**src/rtl/sa_ctrl_pkg.sv**
```systemverilog
// Shared types and helpers for the output-stationary systolic array sequencer.
package sa_ctrl_pkg;

   typedef enum logic [2:0] {
      IDLE,
      CLEAR,
      COMPUTE,
      FLUSH,
      DRAIN,
      DONE
   } sa_seq_state_t;

   // Cycles of zero operands needed to push the last real operands through skew and FMA latency.
   function automatic int flush_cycles(input int rows, input int cols, input int fma_lat);
      return rows + cols - 2 + fma_lat;
   endfunction

endpackage

```
**src/rtl/sa_seq_counter.sv**
```systemverilog
// Up-counter with synchronous clear-to-zero load, count enable and terminal-count flag.
module sa_seq_counter #(
   parameter int W = 4
) (
   input  logic         clk,
   input  logic         rst,
   input  logic         load,
   input  logic         en,
   input  logic [W-1:0] last,
   output logic [W-1:0] count,
   output logic         tc
);

   always_ff @(posedge clk) begin
      if (rst || load) begin
         count <= '0;
      end else if (en) begin
         count <= count + W'(1);
      end
   end

   assign tc = (count == last);

endmodule

```
**src/rtl/sa_os_sequencer.sv**
```systemverilog
// Tile sequencer for an output-stationary systolic array: clear, compute, flush, drain.
module sa_os_sequencer
   import sa_ctrl_pkg::*;
#(
   parameter int ROWS    = 4,
   parameter int COLS    = 4,
   parameter int FMA_LAT = 3,
   parameter int K_W     = 16
) (
   input  logic                    clk,
   input  logic                    rst,
   input  logic                    start,
   input  logic [K_W-1:0]          k_len,
   output logic                    busy,
   output logic                    done,
   input  logic                    feed_valid,
   output logic                    feed_ready,
   output logic                    zero_feed,
   output logic                    pe_reg_clear,
   output logic                    pe_pipe_en,
   output logic                    out_valid,
   input  logic                    out_ready,
   output logic [$clog2(ROWS)-1:0] drain_row
);

   localparam int FLUSH_CYC = flush_cycles(ROWS, COLS, FMA_LAT);
   localparam int FW        = $clog2(FLUSH_CYC + 1);
   localparam int RW        = $clog2(ROWS);

   sa_seq_state_t  state;
   sa_seq_state_t  state_nxt;
   logic [K_W-1:0] k_cap;
   logic [K_W-1:0] beat_cnt;
   logic [FW-1:0]  flush_cnt;
   logic [RW-1:0]  row_cnt;
   logic           beat_tc;
   logic           flush_tc;
   logic           row_tc;
   logic           beat;
   logic           row_adv;
   logic           unused_cnts;

   assign beat    = (state == COMPUTE) && feed_valid;
   assign row_adv = (state == DRAIN) && out_ready;

   always_ff @(posedge clk) begin
      if (rst) begin
         state <= IDLE;
      end else begin
         state <= state_nxt;
      end
   end

   // k_len is only meaningful alongside an accepted start; it needs no reset.
   always_ff @(posedge clk) begin
      if ((state == IDLE) && start) begin
         k_cap <= k_len;
      end
   end

   always_comb begin
      state_nxt = state;
      case (state)
         IDLE:    if (start) state_nxt = CLEAR;
         CLEAR:   state_nxt = (k_cap == '0) ? FLUSH : COMPUTE;
         COMPUTE: if (beat && beat_tc) state_nxt = FLUSH;
         FLUSH:   if (flush_tc) state_nxt = DRAIN;
         DRAIN:   if (row_adv && row_tc) state_nxt = DONE;
         DONE:    state_nxt = IDLE;
         default: state_nxt = IDLE;
      endcase
   end

   // Each counter is held at zero outside the state that uses it.
   sa_seq_counter #(.W(K_W)) u_beat (
      .clk   (clk),
      .rst   (rst),
      .load  (state != COMPUTE),
      .en    (beat),
      .last  (k_cap - K_W'(1)),
      .count (beat_cnt),
      .tc    (beat_tc)
   );

   sa_seq_counter #(.W(FW)) u_flush (
      .clk   (clk),
      .rst   (rst),
      .load  (state != FLUSH),
      .en    (1'b1),
      .last  (FW'(FLUSH_CYC - 1)),
      .count (flush_cnt),
      .tc    (flush_tc)
   );

   sa_seq_counter #(.W(RW)) u_row (
      .clk   (clk),
      .rst   (rst),
      .load  (state != DRAIN),
      .en    (row_adv),
      .last  (RW'(ROWS - 1)),
      .count (row_cnt),
      .tc    (row_tc)
   );

   assign unused_cnts = ^{beat_cnt, flush_cnt};

   assign busy         = (state != IDLE);
   assign done         = (state == DONE);
   assign feed_ready   = (state == COMPUTE);
   assign zero_feed    = (state == FLUSH);
   assign pe_reg_clear = (state == CLEAR);
   assign pe_pipe_en   = (state == FLUSH) || beat;
   assign out_valid    = (state == DRAIN);
   assign drain_row    = row_cnt;

endmodule

```
**config.mk**
```make
export PLATFORM = sky130hd
export DESIGN_NAME = sa_os_sequencer
export DESIGN_NICKNAME = d
export VERILOG_FILES = /design/src/rtl/sa_ctrl_pkg.sv /design/src/rtl/sa_seq_counter.sv /design/src/rtl/sa_os_sequencer.sv
export SDC_FILE = /design/constraint.sdc
export NUM_CORES = 1
export LEC_CHECK = 0
export ABC_CLOCK_PERIOD_IN_PS = 6350
export CORE_UTILIZATION = 58
export CTS_CLUSTER_DIAMETER = 30
export DETAILED_ROUTE_END_ITERATION = 10
export PLACE_DENSITY = 0.89
export RECOVER_POWER = 25
export SETUP_SLACK_MARGIN = 0.5
export SLEW_MARGIN = 25
export SYNTH_ARGS = -nofsm -noshare
export SYNTH_HDL_FRONTEND = slang
export SYNTH_SLANG_ARGS = --single-unit
```
**constraint.sdc**
```tcl
create_clock -name clk -period 6.35 [get_ports clk]
set_input_delay 1.27 -clock clk [delete_from_list [all_inputs] [get_ports clk]]
set_output_delay 1.27 -clock clk [all_outputs]
set_load 0.03 [all_outputs]
```
Word-level counts from Yosys, hierarchy flattened
Cells that the tools add are included.

word-level totals
  register bits after elaboration = 41
  input port bits = 21
  logic and storage cells = 43

operators by class
  $add $sub $neg = 4
  equality and inequality tests = 15
  muxes and demuxes = 6
  reductions and logical operators = 13

operators with widths
  kind                                                                  count
  16-bit by 1-bit adder with 16-bit output, second input constant       1
  16-bit == test                                                        1
  16-bit zero test                                                      1
  16-bit by 1-bit subtractor with 16-bit output, second input constant  1
  3-bit case mux with 5 select lines                                    1
  3-bit 2-to-1 mux                                                      4
  3-bit by 2-bit == test with 1-bit output, second input constant       2
  3-bit == test, second input constant                                  2
  2-bit by 1-bit != test with 1-bit output, second input constant       3
  3-bit by 2-bit != test with 1-bit output, second input constant       2
  1-bit logical AND                                                     5
  4-bit by 1-bit adder with 4-bit output, second input constant         1
  4-bit == test, second input constant                                  1
  1-bit logical OR                                                      4
  4-bit AND reduction                                                   1
  3-bit by 1-bit == test with 1-bit output, second input constant       1
  3-bit zero test                                                       1
  3-bit != test, second input constant                                  1
  3-bit nonzero test                                                    1
  2-bit by 1-bit adder with 2-bit output, second input constant         1
  2-bit == test, second input constant                                  1
  2-bit != test, second input constant                                  1
  1-bit 2-to-1 mux                                                      1

Longest topological paths before layout
Gate-level depths: netlist of the first run.

  depth after elaboration = 5
  depth in mapped cells = 9
  gate-level depth less buffers = 8

By module
A second synthesis of the first run with hierarchy kept.

second synthesis, totals
  cells, all modules = 230
  area, all modules = 2,255.9 um2

modules (own cells, without submodules)
  module                    instances  cells each  area an instance (um2)
  sa_os_sequencer           1          94          1,026.0
  sa_seq_counter (u_beat)   1          104         905.9
  sa_seq_counter (u_flush)  1          22          219.0
  sa_seq_counter (u_row)    1          10          105.1

Least setup slack after synthesis of the first run
Ideal clock, no wire load.

  path type = input -> output
  start = input port feed_valid
  end = output port pe_pipe_en
  data arrival time = 1,868 ps
  required time = 5,080 ps
  setup slack = 3,212 ps
  cell stages on the path = 2
  path buffers = 0
  path through = and4bb_2 -> or2_2

on the way
  longest elaborated chain between the ends = 2

ends and longest elaborated chain
  item               RTL line                text
  from (decl)        sa_os_sequencer.sv:16   input logic feed_valid,
  1-bit logical AND  sa_os_sequencer.sv:43   assign beat = (state == COMPUTE) && feed_valid;
  1-bit logical OR   sa_os_sequencer.sv:112  assign pe_pipe_en = (state == FLUSH) || beat;
  to (decl)          sa_os_sequencer.sv:20   output logic pe_pipe_en,

No other way between the ends.

Worst setup path in the final report of the first run
Ends and elaborated chain as after synthesis.

==> impl_metrics.ini, run 1 <==
[outcome]
status = finished clean

[finish]
antenna-diode-count = 0
layout-drive-gt1-share = 0.0669
syn_to_final_growth_pct = 16.9
final_core_util = 0.735
fin_cells = 300
final_area_um2 = 2550
fillCellCount = 274
fin_nets = 279
final_common_cell = nor2_1
final_cell_mix = 26 x nor2_1, 25 x dfxtp_1, 22 x xnor2_1

[sta]
finalCriticalPeriod_ns = 4.18
whs_ns = 0.487
setup_viol = 0
max_slew_margin = 0.510
final-hold-violation-count = 0
rsz0062_at_grt = no
setup_slack_ns = 2.17
worst_pin_slew_ns = 0.735
max_freq_mhz = 239
fin_tns_setup_ns = 0
fin_skew_ns = 0.00449
finalCritPeriodShare = 0.658
drv_slew = 0

[critical_path]
r2r_end = state[0]
crit_path_max_fanout = 6
cp-end-kind = output port
reg2reg_depth = 6
criticalPathCategory = in2out
worstPathRequired_ns = 5.08
cp_slowest_stage_delay_ns = 0.59
reg2reg_slack_ns = 4.21
r2r_start = k_cap[7]
cp.buffers_inverters = 2
start_kind = primary input
cp_cell_sequence = clkdlybuf4s50_1 > and4bb_2 > or2_2 > clkdlybuf4s50_1
worst_path_max_delay_cell = clkdlybuf4s50_1
worstPathArrival_ns = 2.91
crit_top_cell = clkdlybuf4s50_1
crit_family = buffers and inverters

[clock_network]
cts_buffer_depth = 2
cts_buffers = 5
htree_levels = 2
cts_root_buf = clkbuf_8
hold_buffers = 0
post_cts_buffers = 0
clk-insertion-delay-late_ns = 0.29
cts_tree = built
cts_resized = 0
clk_pin_slew_ns = 0.07
cts_sinks = 41

[placement]
post-place-ws_ns = 2.18
hpwl_um = 2890
gp_congestion = 0.831
placed_cells = 292
placed_cell_area_um2 = 2470
port_buffers = 29

[routing]
wirelength_um = 3880
avgViaCountPerCell = 5.48
num_vias = 1645
drcViolationCount = 0
drt_iter0_markers = 153
wl_per_cell_um = 12.9
ant_nets = 0
dr.pass1.iters = 4

[min_path]
holdPathEnd = u_flush.count[0]
hold_path_class = reg2reg
hp-start = u_flush.count[0]
hold_depth = 1

[grt]
grt_pass1_wl_um = 6940
grt_start_max_net_pins = 17
antenna_found_initial = 0
track_usage = 0.228
overflow = 0
grt_pass1_vias = 1484

[floorplan]
fp.dieArea_um2 = 4010
placementRows = 21
die_x_um = 63.3
die_h_um = 63.3
initial_core_util = 0.629
core_um2 = 3470
io_pins = 30

[synthesis]
synth_top_area_cell = dfxtp_1
synth.net_count = 252
ys_seq_elements = 41
synth_cells = 226
synthArstFlopShare = 0
ys_warn_count = 0
synth.area.top_cells = dfxtp_1 23%, edfxtp_1 22%, xnor2_1 8.8%, xor2_1 6.4%, nor2_1 4.5%
syn_avg_cell_area_um2 = 9.65
synth_edf_count = 16
yosysSeqAreaShare = 0.450
synth_area_um2 = 2180
ys.flop_type = dfxtp_1
synth_top_cell_area_share = 0.229
synth_cell_types = 46

[pwr]
power_mw = 0.612
peakVddDrop_mv = 0.169
power.density_nw_per_um2 = 240
leakagePower_nw = 0.869

[flow_run]
maxCapViolCount = 0
[synthesized netlist by cell type, types with 2 or more instances]
cell type and number:
xnor2_1 22, nor4_2 2, nand4b_1 2, or2_2 2
and3_1 3, nand2_1 13, nand3_1 8, or3_1 3
edfxtp_1 16, nor2_1 26, a21oi_1 8, dfxtp_1 25
o21ai_0 8, ha_1 5, nor3_1 13, xor2_1 16
clkbuf_1 5, buf_6 2, mux2i_1 5, inv_1 9
nor2b_1 2, nand4_1 7
[kinds of logic after synthesis]
logic type / count (synthesis) / synth area share
AND/OR/NAND/NOR: 94 / 0.234
adder cells (fa/ha/maj): 5 / 0.0287
buffers and inverters: 18 / 0.0430
flip-flops: 41 / 0.450
AO/OA/AOI/OAI: 25 / 0.0689
multiplexers: 5 / 0.0229
XOR/XNOR: 38 / 0.153
[state kept, by name (all words and copies together), names as in the netlist]
name and count:
k_cap 16, state 3, u_row.count 2, u_flush.count 4, u_beat.count 16
[worst max path at each step]
stage / startpoint / to / slack (ns) / cells after the start
final: feed_valid / pe_pipe_en / 2.17 / 4
after global routing: feed_valid / pe_pipe_en / 2.12 / 4
after CTS: feed_valid / pe_pipe_en / 2.18 / 4
after detailed placement: feed_valid / pe_pipe_en / 2.18 / 4
after global placement: feed_valid / pe_pipe_en / 2.19 / 4
after floorplan: feed_valid / pe_pipe_en / 3.21 / 2
[where the power goes]
| group | switching (mW) | leakage [nW] | internal (mW) |
|---|---|---|---|
| Sequential | 0.0244 | 0.354 | 0.299 |
| Combinational | 0.0728 | 0.476 | 0.0592 |
| Clock | 0.0789 | 0.0395 | 0.0779 |
[worst register-to-register path: stages, from the launching register on]
cell and delay, ns:
edfxtp_1 0.48, or4_4 0.61, or3b_4 0.41, nor2_1 0.14, xnor2_1 0.14, nand4_1 0.11, o31ai_1 0.19
[final cells by class]
cell class                 instances  area, µm²  share of cell area
tap                               46       57.6              0.0226
multi-input combinational        167       1110               0.434
sequential                        41        981               0.385
clock buffer                       8       80.1              0.0314
inverter                           9       33.8              0.0133
timing repair buffer              29        290               0.114
[per-layer routing]
metal / track usage / up-vias / wire length, µm
li1: - / 842 / -
met1: 0.305 / 747 / 1770
met2: 0.350 / 52 / 1840
met3: 0.0562 / 4 / 232
met4: 0.0938 / 0 / 39
met5: 0 / - / 0
No activity file was read; power rests on OpenSTA's default activity.
==> run 2: changes to the inputs <==
- ABC_CLOCK_PERIOD_IN_PS: 6350 -> 4000
- CORE_UTILIZATION: 58 -> 54
- PLACE_DENSITY: 0.89 -> 0.84
- clock period: 6.35 -> 4 ns (I/O delays scaled with it)
==> run 2 against run 1 <==
Net effect: clock skew grew 0.0055 ns; via count grew 1.5%; first-iteration DRC count shrank 48%; final cell count grew 0.67%; core utilization shrank 5.6 points; largest power group unchanged; highest routed layer unchanged; design area grew 0.49%; register-to-register slack lost 2.4 ns; non-clock buffer count is the same; sequential power grew 59%; largest cell class unchanged.
==> impl_metrics.ini, run 2 (synthesis results as in run 1) <==
[outcome]
status = finished clean

[pwr]
power.density_nw_per_um2 = 392
leakagePower_nw = 0.875
combinationalPowerShare = 0.210
pwr-share-clk = 0.277
peakVddDrop_mv = 0.267
intPower_mw = 0.709
p_switching_mw = 0.295
p_sw_frac = 0.294
p_seq_frac = 0.512
power_mw = 1.00

[min_path]
hp-start = u_flush.count[0]
hold_path_class = reg2reg

[clock_network]
hold_buffers = 0
clk_pin_slew_ns = 0.07
htree_levels = 2
clk-insertion-delay-late_ns = 0.30
cts_sinks = 41
post_cts_buffers = 0
cts_root_buf = clkbuf_8
cts_buffers = 5
cts_resized = 0
cts_tree = built
cts_buffer_depth = 2

[critical_path]
worstPathArrival_ns = 2.43
cp-end-kind = output port
crit_start = feed_valid
criticalPathCategory = in2out
r2r_start = k_cap[7]
start_kind = primary input
crit_path_max_fanout = 6
worstPathRequired_ns = 3.20

[finish]
final_area_um2 = 2560
final_common_cell = nor2_1
final_cell_mix = 26 x nor2_1, 25 x dfxtp_1, 22 x xnor2_1
fin_nets = 279
layout-drive-gt1-share = 0.0709
syn_to_final_growth_pct = 17.4
antenna-diode-count = 0
final_core_util = 0.679
reg_top3 = k_cap: 16 flops, u_beat.count: 16 flops, u_flush.count: 4 flops

[floorplan]
die_x_um = 65.6
core_um2 = 3770
initial_core_util = 0.578
placementRows = 22
fp.dieArea_um2 = 4300
io_pins = 30
die_h_um = 65.6

[sta]
rsz0062_at_grt = no
final-hold-violation-count = 0
drv_slew = 0
max_freq_mhz = 310
fin_tns_setup_ns = 0
max_slew_margin = 0.504
setup_viol = 0
finalCriticalPeriod_ns = 3.23
finalCritPeriodShare = 0.808
whs_ns = 0.486
fin_skew_ns = 0.00994
worst_pin_slew_ns = 0.744

[grt]
overflow = 0
grt_start_max_net_pins = 17
grt_pass1_wl_um = 6960
grt_pass1_vias = 1617
track_usage = 0.217
antenna_found_initial = 0

[routing]
ant_nets = 0
drt_iter0_markers = 80
drcViolationCount = 0
avgViaCountPerCell = 5.53
wl_per_cell_um = 13.3
dr.pass1.iters = 4
wirelength_um = 4000
num_vias = 1669

[placement]
placed_cell_area_um2 = 2470
gp_congestion = 0.839
port_buffers = 29
hpwl_um = 2920

[flow_run]
maxCapViolCount = 0
==> run 2: cell counts in the layout (fill, tap and decap cells not counted) <==
Identical to the previous run, type by type.
==> run 2: final cells by class <==
class,count,area [µm²]
sequential,41,981
inverter,9,33.8
fill,302,1210
multi-input combinational,167,1110
tap,48,60.1
timing repair buffer,29,290
clock buffer,8,90.1
==> run 2: critical path, cell delays in order <==
cell and delay [ns]:
clkdlybuf4s50_1 0.46, and4bb_2 0.30, or2_2 0.28, clkdlybuf4s50_1 0.59
==> run 2: through the flow <==
stage	cells	worst slack, ns
floorplan	226	1.80
global placement	294	0.783
detailed placement	294	0.771
CTS	302	0.771
global route	302	0.730
finish	302	0.770
==> run 2: power by group through the flow <==
stage	Sequential [mW]	Clock, mW	Combinational, mW
floorplan	0.507	0	0.163
global placement	0.522	0	0.208
finish	0.515	0.279	0.211
CTS	0.514	0.285	0.215
detailed placement	0.523	0	0.213
global route	0.519	0.302	0.233
==> run 2: routing by layer <==
layer  wire length, µm  GRT usage  vias to the layer above
li1                  -          -                      842
met1              1840      0.265                      780
met2              1900      0.361                       41
met3               211     0.0694                        6
met4                51     0.0652                        0
met5                 0          0                        -
==> run 2: path summary, 6_finish.rpt <==
path                       to  slack [ns]  depth (start not counted)
max                pe_pipe_en        0.77                          4
min          u_flush.count[0]        0.49                          1
max reg2reg          state[0]        1.81                          6
min reg2reg  u_flush.count[0]        0.49                          1
==> run 3: changes to the inputs <==
- ABC_CLOCK_PERIOD_IN_PS: 4000 -> 2670
- CORE_UTILIZATION: 54 -> 49
- PLACE_DENSITY: 0.84 -> 0.8
- clock period: 4 -> 2.67 ns (I/O delays scaled with it)
==> run 3 against run 2 <==
Net effect: highest routed layer unchanged; final cell count increased by 3.0%; core utilization shrank 4.1 points; sequential power grew 49%; via count up 1.3%; non-clock buffer count up 7; clock power grew 73%.
==> impl_metrics.ini, run 3 (synthesis results as in run 1) <==
[sta]
max_slew_margin = 0.645
worst_pin_slew_ns = 0.529
setup_viol = 0
rsz0062_at_grt = yes
finalCritPeriodShare = 0.813
fin_tns_setup_ns = 0
setup_slack_ns = 0.499
max_freq_mhz = 461
drv_slew = 0
fin_skew_ns = 0.00768
whs_ns = 0.496
finalCriticalPeriod_ns = 2.17
final-hold-violation-count = 0

[clock_network]
clk_pin_slew_ns = 0.08
cts_root_buf = clkbuf_8
htree_levels = 2
clk-insertion-delay-late_ns = 0.30
cts_tree = built
cts_sinks = 41
cts_buffers = 5
hold_buffers = 0
cts_buffer_depth = 2

[critical_path]
cp-end-kind = output port
r2r_start = k_cap[8]
crit_start = feed_valid
r2r_end = state[0]
reg2reg_depth = 6
reg2reg_slack_ns = 0.60
worstPathRequired_ns = 2.14
start_kind = primary input
criticalPathCategory = in2out
worstPathArrival_ns = 1.64
crit_path_max_fanout = 2

[pwr]
leakagePower_nw = 0.954
peakVddDrop_mv = 0.331
power.density_nw_per_um2 = 596

[routing]
wl_per_cell_um = 13.0
drt_iter0_markers = 52
drcViolationCount = 0
avgViaCountPerCell = 5.43
num_vias = 1690
dr.pass1.iters = 4
wirelength_um = 4060
ant_nets = 0

[finish]
final_common_cell = nor2_1
antenna-diode-count = 0
layout-drive-gt1-share = 0.130
fillCellCount = 352
syn_to_final_growth_pct = 21.3
reg_top3 = k_cap: 16 flops, u_beat.count: 16 flops, u_flush.count: 4 flops
final_cell_mix = 25 x nor2_1, 23 x dfxtp_1, 22 x xnor2_1
fin_nets = 286
fin_cells = 311

[placement]
gp_congestion = 0.825
placed_cells = 300
port_buffers = 29
hpwl_um = 3000
post-place-ws_ns = 0.0826

[floorplan]
core_um2 = 4140
die_x_um = 68.7
fp.dieArea_um2 = 4720
initial_core_util = 0.526
io_pins = 30
die_h_um = 68.7
placementRows = 23

[grt]
grt_use_met1 = 0.254
top_usage_layer = met2
grt_start_max_net_pins = 17
antenna_found_initial = 0
grt_pass1_vias = 1522
track_usage = 0.203
grt_pass1_wl_um = 6860
use_met2 = 0.332
grt_util_met3 = 0.0461
overflow = 0

[min_path]
hold_path_class = reg2reg
hold_depth = 1
holdPathEnd = u_flush.count[0]
hp-start = u_flush.count[0]

[flow_run]
maxCapViolCount = 0

[outcome]
status = finished clean
run 3: power by group:
group | internal [mW] | switching, mW
Sequential | 0.711 | 0.0580
Combinational | 0.145 | 0.181
Clock | 0.267 | 0.215
run 3: critical path, stage by stage:
cell	delay, ns
clkdlybuf4s50_1	0.41
and4bb_2	0.23
or2_2	0.27
clkbuf_2	0.18
run 3: how the worst max path moves through the flow:
stage | end | slack, ns | cells after the start
after floorplan | state[0] | 0.66 | 6
after global placement | pe_pipe_en | 0.09 | 4
after detailed placement | pe_pipe_en | 0.08 | 4
after CTS | pe_pipe_en | 0.32 | 4
after global routing | pe_pipe_en | 0.45 | 4
final | pe_pipe_en | 0.50 | 4
run 3: through the flow:
step,area [µm²],util,total power [mW]
after detailed placement,2500,0.604,1.11
final,2650,0.639,1.58
after floorplan,2180,-,1.00
after global placement,2500,0.604,1.10
after CTS,2620,0.632,1.59
after global routing,2650,0.639,1.67
run 3: layer usage:
layer	part of all wire	routed length [µm]
met5	0	0
met4	0.022	88
met3	0.047	192
met2	0.46	1880
met1	0.47	1890
run 3: repair_timing:
action / CTS / global route
setup buffers: 1 / 2
gates cloned: 0 / 0
endpoints found under the setup margin: 7 / 11
endpoints found under the hold margin: 0 / 0
resized for setup: 8 / 11
pin swaps: 0 / 1
run 3: cell type report:
class / instances / area [µm²] / share of cell area
Inverter: 9 / 33.8 / 0.0128
Sequential cell: 41 / 983 / 0.372
Clock inverter: 1 / 6.26 / 0.00236
Tap cell: 50 / 62.6 / 0.0236
Timing Repair Buffer: 36 / 333 / 0.126
Multi-Input combinational cell: 167 / 1120 / 0.423
Clock buffer: 7 / 108 / 0.0407
